<file path="src/rtl/video_axis_pkg.sv">
// Shared types and constants for the AXI4-Stream video test-pattern generator:
// pattern codes, RGB888 colour constants and the sequencer state encoding.
package video_axis_pkg;

  typedef enum logic [1:0] {
    PAT_SOLID = 2'd0,
    PAT_GRID  = 2'd1,
    PAT_BARS  = 2'd2,
    PAT_RAMP  = 2'd3
  } pattern_e;

  typedef enum logic [1:0] {
    ST_IDLE      = 2'd0,
    ST_ACTIVE    = 2'd1,
    ST_LINE_GAP  = 2'd2,
    ST_FRAME_GAP = 2'd3
  } state_e;

  localparam logic [23:0] RGB_WHITE   = 24'hFFFFFF;
  localparam logic [23:0] RGB_YELLOW  = 24'hFFFF00;
  localparam logic [23:0] RGB_CYAN    = 24'h00FFFF;
  localparam logic [23:0] RGB_GREEN   = 24'h00FF00;
  localparam logic [23:0] RGB_MAGENTA = 24'hFF00FF;
  localparam logic [23:0] RGB_RED     = 24'hFF0000;
  localparam logic [23:0] RGB_BLUE    = 24'h0000FF;
  localparam logic [23:0] RGB_BLACK   = 24'h000000;
  localparam logic [23:0] RGB_GRAY    = 24'h808080;

  // Classic eight-bar order, left to right.
  function automatic logic [23:0] bar_colour(input logic [2:0] idx);
    logic [23:0] rgb;
    case (idx)
      3'd0:    rgb = RGB_WHITE;
      3'd1:    rgb = RGB_YELLOW;
      3'd2:    rgb = RGB_CYAN;
      3'd3:    rgb = RGB_GREEN;
      3'd4:    rgb = RGB_MAGENTA;
      3'd5:    rgb = RGB_RED;
      3'd6:    rgb = RGB_BLUE;
      default: rgb = RGB_BLACK;
    endcase
    return rgb;
  endfunction

endpackage

</file>
<file path="src/rtl/axis_pattern_pixel.sv">
// Combinational pixel generator: maps (x, y, pattern) to an RGB888 value.
// The parent registers the result, so this block carries no state.
module axis_pattern_pixel
  import video_axis_pkg::*;
#(
  parameter int WIDTH        = 1920,
  parameter int HEIGHT       = 1080,
  parameter int DATA_WIDTH   = 24,
  parameter int COORD_WIDTH  = 16,
  parameter int GRID_SPACING = 64
) (
  input  logic [COORD_WIDTH-1:0] x,
  input  logic [COORD_WIDTH-1:0] y,
  input  pattern_e               sel,
  output logic [DATA_WIDTH-1:0]  pixel
);

  localparam int BAR_W = (WIDTH >= 8) ? WIDTH / 8 : 1;
  localparam logic [COORD_WIDTH-1:0] GRID_MASK = COORD_WIDTH'(GRID_SPACING - 1);
  localparam logic [COORD_WIDTH-1:0] X_LAST    = COORD_WIDTH'(WIDTH - 1);
  localparam logic [COORD_WIDTH-1:0] Y_LAST    = COORD_WIDTH'(HEIGHT - 1);

  logic [COORD_WIDTH-1:0] bar_idx_full;
  logic [2:0]             bar_idx;
  logic                   on_grid;
  logic [7:0]             ramp_sum;
  logic [23:0]            rgb;

  always_comb begin
    bar_idx_full = x / COORD_WIDTH'(BAR_W);
    // Leftover columns when WIDTH is not a multiple of 8 fold into the last bar.
    bar_idx  = (bar_idx_full > COORD_WIDTH'(7)) ? 3'd7 : bar_idx_full[2:0];
    on_grid  = ((x & GRID_MASK) == '0) || ((y & GRID_MASK) == '0) ||
               (x == X_LAST) || (y == Y_LAST);
    ramp_sum = x[7:0] + y[7:0];
    rgb      = RGB_GRAY;
    case (sel)
      PAT_SOLID: rgb = RGB_GRAY;
      PAT_GRID:  rgb = on_grid ? RGB_WHITE : RGB_BLACK;
      PAT_BARS:  rgb = bar_colour(bar_idx);
      PAT_RAMP:  rgb = {x[7:0], y[7:0], ramp_sum};
      default:   rgb = RGB_GRAY;
    endcase
    pixel = DATA_WIDTH'(rgb);
  end

endmodule

</file>
<file path="src/rtl/axis_video_pattern_gen.sv">
// AXI4-Stream video test-pattern source: raster sequencer with optional
// line/frame blanking gaps, registered outputs and frame completion stats.
module axis_video_pattern_gen
  import video_axis_pkg::*;
#(
  parameter int WIDTH        = 1920,
  parameter int HEIGHT       = 1080,
  parameter int DATA_WIDTH   = 24,
  parameter int COORD_WIDTH  = 16,
  parameter int GRID_SPACING = 64,
  parameter int LINE_GAP     = 0,
  parameter int FRAME_GAP    = 0
) (
  input  logic                  clk,
  input  logic                  rst_n,
  input  logic                  enable,
  input  logic [1:0]            pattern_sel,
  output logic [DATA_WIDTH-1:0] m_axis_tdata,
  output logic                  m_axis_tvalid,
  output logic                  m_axis_tlast,
  output logic                  m_axis_tuser,
  input  logic                  m_axis_tready,
  output logic                  frame_done,
  output logic [15:0]           frame_count,
  output logic                  busy
);

  localparam int MAX_GAP = (LINE_GAP > FRAME_GAP) ? LINE_GAP : FRAME_GAP;
  localparam int GAP_W   = (MAX_GAP > 1) ? $clog2(MAX_GAP + 1) : 1;
  localparam logic [COORD_WIDTH-1:0] X_LAST = COORD_WIDTH'(WIDTH - 1);
  localparam logic [COORD_WIDTH-1:0] Y_LAST = COORD_WIDTH'(HEIGHT - 1);
  localparam logic [GAP_W-1:0] LINE_RELOAD  = GAP_W'((LINE_GAP > 0) ? LINE_GAP - 1 : 0);
  localparam logic [GAP_W-1:0] FRAME_RELOAD = GAP_W'((FRAME_GAP > 0) ? FRAME_GAP - 1 : 0);

  state_e                 state_q, state_d;
  logic [COORD_WIDTH-1:0] x_q, x_d, y_q, y_d;
  pattern_e               sel_q, sel_d;
  logic [GAP_W-1:0]       gap_q, gap_d;
  logic [DATA_WIDTH-1:0]  tdata_q, tdata_d;
  logic                   tvalid_q, tvalid_d, tlast_q, tlast_d, tuser_q, tuser_d;
  logic                   frame_done_q, frame_done_d;
  logic [15:0]            frame_count_q, frame_count_d;
  logic                   beat_done, load;
  logic [DATA_WIDTH-1:0]  pixel;

  // Fed with the next coordinates so a freshly loaded beat lines up with x/y.
  axis_pattern_pixel #(
    .WIDTH        (WIDTH),
    .HEIGHT       (HEIGHT),
    .DATA_WIDTH   (DATA_WIDTH),
    .COORD_WIDTH  (COORD_WIDTH),
    .GRID_SPACING (GRID_SPACING)
  ) u_pixel (
    .x     (x_d),
    .y     (y_d),
    .sel   (sel_d),
    .pixel (pixel)
  );

  always_comb begin
    // NOTE: every signal written here gets a default first, so no path can infer a latch.
    state_d       = state_q;
    x_d           = x_q;
    y_d           = y_q;
    sel_d         = sel_q;
    gap_d         = gap_q;
    frame_done_d  = 1'b0;
    frame_count_d = frame_count_q;
    load          = 1'b0;
    beat_done     = tvalid_q && m_axis_tready;

    unique case (state_q)
      ST_IDLE: begin
        if (enable) begin
          state_d = ST_ACTIVE;
          x_d     = '0;
          y_d     = '0;
          sel_d   = pattern_e'(pattern_sel);
        end
      end
      ST_ACTIVE: begin
        if (!tvalid_q) begin
          load = 1'b1;
        end else if (beat_done) begin
          if (x_q != X_LAST) begin
            x_d  = x_q + 1'b1;
            load = 1'b1;
          end else if (y_q != Y_LAST) begin
            x_d = '0;
            y_d = y_q + 1'b1;
            if (LINE_GAP == 0) begin
              load = 1'b1;
            end else begin
              state_d = ST_LINE_GAP;
              gap_d   = LINE_RELOAD;
            end
          end else begin
            frame_done_d  = 1'b1;
            frame_count_d = frame_count_q + 16'd1;
            x_d           = '0;
            y_d           = '0;
            if (FRAME_GAP != 0) begin
              state_d = ST_FRAME_GAP;
              gap_d   = FRAME_RELOAD;
            end else if (enable) begin
              sel_d = pattern_e'(pattern_sel);
              load  = 1'b1;
            end else begin
              state_d = ST_IDLE;
            end
          end
        end
      end
      ST_LINE_GAP: begin
        if (gap_q == '0) begin
          state_d = ST_ACTIVE;
          load    = 1'b1;
        end else begin
          gap_d = gap_q - 1'b1;
        end
      end
      ST_FRAME_GAP: begin
        if (gap_q == '0) begin
          if (enable) begin
            state_d = ST_ACTIVE;
            sel_d   = pattern_e'(pattern_sel);
            load    = 1'b1;
          end else begin
            state_d = ST_IDLE;
          end
        end else begin
          gap_d = gap_q - 1'b1;
        end
      end
      default: state_d = ST_IDLE;
    endcase

    // The beat registers only change on load, which keeps them stable under backpressure.
    tvalid_d = tvalid_q && !beat_done;
    tdata_d  = tdata_q;
    tlast_d  = tlast_q;
    tuser_d  = tuser_q;
    if (load) begin
      tvalid_d = 1'b1;
      tdata_d  = pixel;
      tlast_d  = (x_d == X_LAST);
      tuser_d  = (x_d == '0) && (y_d == '0);
    end
  end

  always_ff @(posedge clk or negedge rst_n) begin
    if (!rst_n) begin
      state_q       <= ST_IDLE;
      x_q           <= '0;
      y_q           <= '0;
      sel_q         <= PAT_SOLID;
      gap_q         <= '0;
      tdata_q       <= '0;
      tvalid_q      <= 1'b0;
      tlast_q       <= 1'b0;
      tuser_q       <= 1'b0;
      frame_done_q  <= 1'b0;
      frame_count_q <= '0;
    end else begin
      // NOTE: non-blocking assignments so every flop samples pre-edge values.
      state_q       <= state_d;
      x_q           <= x_d;
      y_q           <= y_d;
      sel_q         <= sel_d;
      gap_q         <= gap_d;
      tdata_q       <= tdata_d;
      tvalid_q      <= tvalid_d;
      tlast_q       <= tlast_d;
      tuser_q       <= tuser_d;
      frame_done_q  <= frame_done_d;
      frame_count_q <= frame_count_d;
    end
  end

  assign m_axis_tdata  = tdata_q;
  assign m_axis_tvalid = tvalid_q;
  assign m_axis_tlast  = tlast_q;
  assign m_axis_tuser  = tuser_q;
  assign frame_done    = frame_done_q;
  assign frame_count   = frame_count_q;
  assign busy          = (state_q != ST_IDLE);

endmodule

</file>
<file path="config.mk">
export PLATFORM = sky130hd
export DESIGN_NAME = axis_video_pattern_gen
export DESIGN_NICKNAME = d
export VERILOG_FILES = /design/src/rtl/video_axis_pkg.sv /design/src/rtl/axis_pattern_pixel.sv /design/src/rtl/axis_video_pattern_gen.sv
export SDC_FILE = /design/constraint.sdc
export NUM_CORES = 1
export LEC_CHECK = 0
export CORE_ASPECT_RATIO = 1.5
export CORE_MARGIN = 5
export CORE_UTILIZATION = 54
export DETAILED_ROUTE_END_ITERATION = 16
export PLACE_DENSITY = 0.75
export SLEW_MARGIN = 30
export SYNTH_ARGS = -nofsm -noshare
export SYNTH_HDL_FRONTEND = slang
export SYNTH_HIERARCHICAL = 1
export SYNTH_SLANG_ARGS = --single-unit
</file>
<file path="constraint.sdc">
create_clock -name clk -period 6.7 [get_ports clk]
set_input_delay 2.01 -clock clk [delete_from_list [all_inputs] [get_ports clk]]
set_output_delay 2.01 -clock clk [all_outputs]
set_load 0.1 [all_outputs]
</file>
==> run metrics, run 1 <==
Routed Antenna Nets 0; hold wc startpoint frame_count[15]; Setup-failing EPs final 0; final setup TNS 0 ns; WHS Endpoint frame_count[15]; Peak VDD IR 0.294 mV; placed instance count 852; Filler Cell Count 833; worst-case reg-to-reg path depth 22; Yosys top cell area share 0.347; Final Slew Violations 0; Die Area 12700 um^2; Max clock buf depth 2; Overflow after GRT 0; most frequent cells in the layout 81 x buf_4, 79 x dfrtp_1, 48 x clkdlybuf4s50_1, 47 x nand2_1, 30 x nor2_1; num rows 46; Buffers on Ports 50; CTS Buf Count 9; Post-synth EDFFs 0; Area Growth Syn to Fin 29.2%; Layout Nets 742; Final Skew 0.00721 ns; Vias 5635; post-synthesis cell count 612; DR WL met3 815 um; DPL Wire Length 12700 um; H-tree level count 3; crit path launch type input pin; Final Hold Fails 0; Routed wire per std cell 20.0 um; max layer used met4; fraction of registers with async set/reset 1.00; Hold WS 0.489 ns; DRC 0; clk_lat worst skew 0.35 ns; pin count of the biggest net entering global routing 80; fin cells 874; r2r setup slk 0.80 ns; Seq/Total Area, Yosys 0.347; maximum fanout along the worst path 8; CTS Sinks 79; Util after Layout 0.702; Worst Max-Slew Pin Slew 1.00 ns; Synthesized Nets 629; First-pass DRT Iterations 5; root buffer cell clkbuf_16; Die X 93.8 um; Placer Congestion 0.946; FF+latch count, synth 79; Total Routed Length 17500 um; Post-DP Area 6780 um^2; Cell variety after synth 97; worst r2r dst m_axis_tdata[1]; critical path class input pin to flip-flop; Initial Utilization 0.543; Multi-input gate area 3690 um^2; status complete, no violations; Arrival @ worst endpoint 6.76 ns; commonest non-fill, non-tap cell in the layout buf_4; max frequency 0.153 GHz; clock slew at reported path FFs 0.06 ns; cell area after synthesis 5690 um^2; Tot GR Track Use 0.276; top_reg_cell synth dfrtp_1; wl on met1 6370 um; Critical Path RT 6.92 ns; vias per inst 6.45; Yosys warning count 6; fin area 7350 um^2; Pwr per Cell Area 250 nW/um^2; I/O pin count 51; post-synth top area cell dfrtp_1; layout cells sized above 1 0.264; nature of the critical path endpoint flip-flop; Final period util 0.975; leakage 3.38 nW; ANT cells 0; first-pass GRT wire length 27900 um; max_cap viols 0; Core ar. 10500 um^2; slew margin rel. 0.330; vias in the first global route 5715; minimum clock period 6.53 ns; Worst Hold Class flip-flop to flip-flop; largest cells by area after synthesis dfrtp_1 35%, mux2_2 5.3%, a21o_1 3.2%; Synth Area per Inst 9.30 um^2; hold path cells 1; Die H 136 um; Iter 0 DRT Violations 386; area taken by flip-flops and latches 1980 um^2; met2 routed WL 9360 um; worst flop-to-flop path startpoint x_q[12]; initial antenna violation count 0; CTS tree yes
==> where the power goes <==
part | switching, mW | leakage (nW) | total [mW] | internal, mW
clock network | 0.208 | 0.148 | 0.501 | 0.293
logic | 0.535 | 2.20 | 0.748 | 0.213
registers | 0.0513 | 1.03 | 0.590 | 0.539
total | 0.794 | 3.38 | 1.84 | 1.04
==> cell usage after synthesis, types with 10 or more instances <==
| master | count |
|---|---|
| a21o_1 | 24 |
| a21oi_1 | 24 |
| a31oi_1 | 10 |
| and2_1 | 11 |
| and3_1 | 11 |
| clkbuf_1 | 15 |
| dfrtp_1 | 79 |
| ha_1 | 10 |
| inv_1 | 20 |
| mux2_2 | 27 |
| nand2_1 | 48 |
| nand3_1 | 20 |
| nand4_1 | 21 |
| nor2_1 | 31 |
| nor3_1 | 13 |
| nor4_1 | 13 |
| o21ai_0 | 25 |
| o21ai_1 | 14 |
| xnor2_1 | 14 |
| xor2_1 | 14 |
==> cell type report <==
type | count | share of cell area
Clock buffer | 9 | 0.0306
Clock inverter | 7 | 0.0109
Inverter | 20 | 0.0102
Multi-Input combinational cell | 483 | 0.502
Sequential cell | 79 | 0.269
Tap cell | 144 | 0.0245
Timing Repair Buffer | 132 | 0.153
==> per-stage QoR <==
step                      total power, mW  worst slack (ns)
after floorplan                      1.12             0.122
after global placement               1.32            -0.319
after detailed placement             1.33            -0.428
after CTS                            1.84            0.0131
after global routing                 1.90            -0.178
final                                1.84             0.166
==> worst max-delay path by stage <==
stage	from	slack, ns	to	cells past startpoint
floorplan	m_axis_tready	0.12	m_axis_tdata[16]	18
global placement	m_axis_tready	-0.32	m_axis_tdata[3]	20
detailed placement	m_axis_tready	-0.43	m_axis_tdata[1]	22
CTS	m_axis_tready	0.01	m_axis_tdata[1]	23
global route	m_axis_tready	-0.18	m_axis_tdata[1]	24
finish	enable	0.17	m_axis_tdata[1]	19
==> worst max-delay path: stages <==
cell and delay [ns]:
clkdlybuf4s50_1 0.52, mux2i_1 0.54, o21ai_1 0.25, inv_1 0.25, buf_4 0.19, xor2_2 0.09
and4_2 0.28, a211oi_4 0.30, a21oi_2 0.09, buf_4 0.15, a32o_2 0.29, maj3_1 0.35
o21ai_0 0.31, o22a_2 0.26, a311oi_1 0.09, a211oi_4 0.25, buf_6 0.16, o21ai_1 0.08
mux2_2 0.29
==> metal layers <==
layer  track usage  up-vias
li1              -     2561
met1         0.299     2781
met2         0.496      214
met4         0.161        0
met3        0.0478       79
met5             0        -
==> cells by family (layout without fill, tap and decap cells) <==
family | count (synthesis) | after routing | share of synthesized area
AO/OA/AOI/OAI | 188 | 189 | 0.254
XOR/XNOR | 28 | 28 | 0.0431
adder cells (fa/ha/maj) | 14 | 14 | 0.0310
buffers and inverters | 51 | 168 | 0.0449
flip-flops | 79 | 79 | 0.347
multiplexers | 30 | 30 | 0.0596
AND/OR/NAND/NOR | 222 | 222 | 0.220
==> state kept, by name (all words and copies together), names as in the netlist <==
signal / flops
frame_done: 1
sel_q: 2
frame_count: 16
m_axis_tlast: 1
m_axis_tuser: 1
m_axis_tdata: 24
state_q: 1
x_q: 16
m_axis_tvalid: 1
y_q: 16
==> timing repair <==
item,4_1_cts,5_1_grt
hold buffers,0,0
hold endpoints to repair,0,0
setup buffers,1,4
pin swaps,2,15
resized for setup,10,39
cloned,0,1
endpoints found under the setup margin,16,24
No activity file was read; power rests on OpenSTA's default activity.
==> inputs of run 2 (changes only) <==
--- a/config.mk
+++ b/config.mk
@@ -10,6 +10,7 @@
 export CORE_UTILIZATION = 54
 export DETAILED_ROUTE_END_ITERATION = 16
 export PLACE_DENSITY = 0.75
+export SKIP_LAST_GASP = 1
 export SLEW_MARGIN = 30
 export SYNTH_ARGS = -nofsm -noshare
 export SYNTH_HDL_FRONTEND = slang
==> results of run 2 <==
Same layout as run 1: the final DEF is identical, and so are final timing and power.
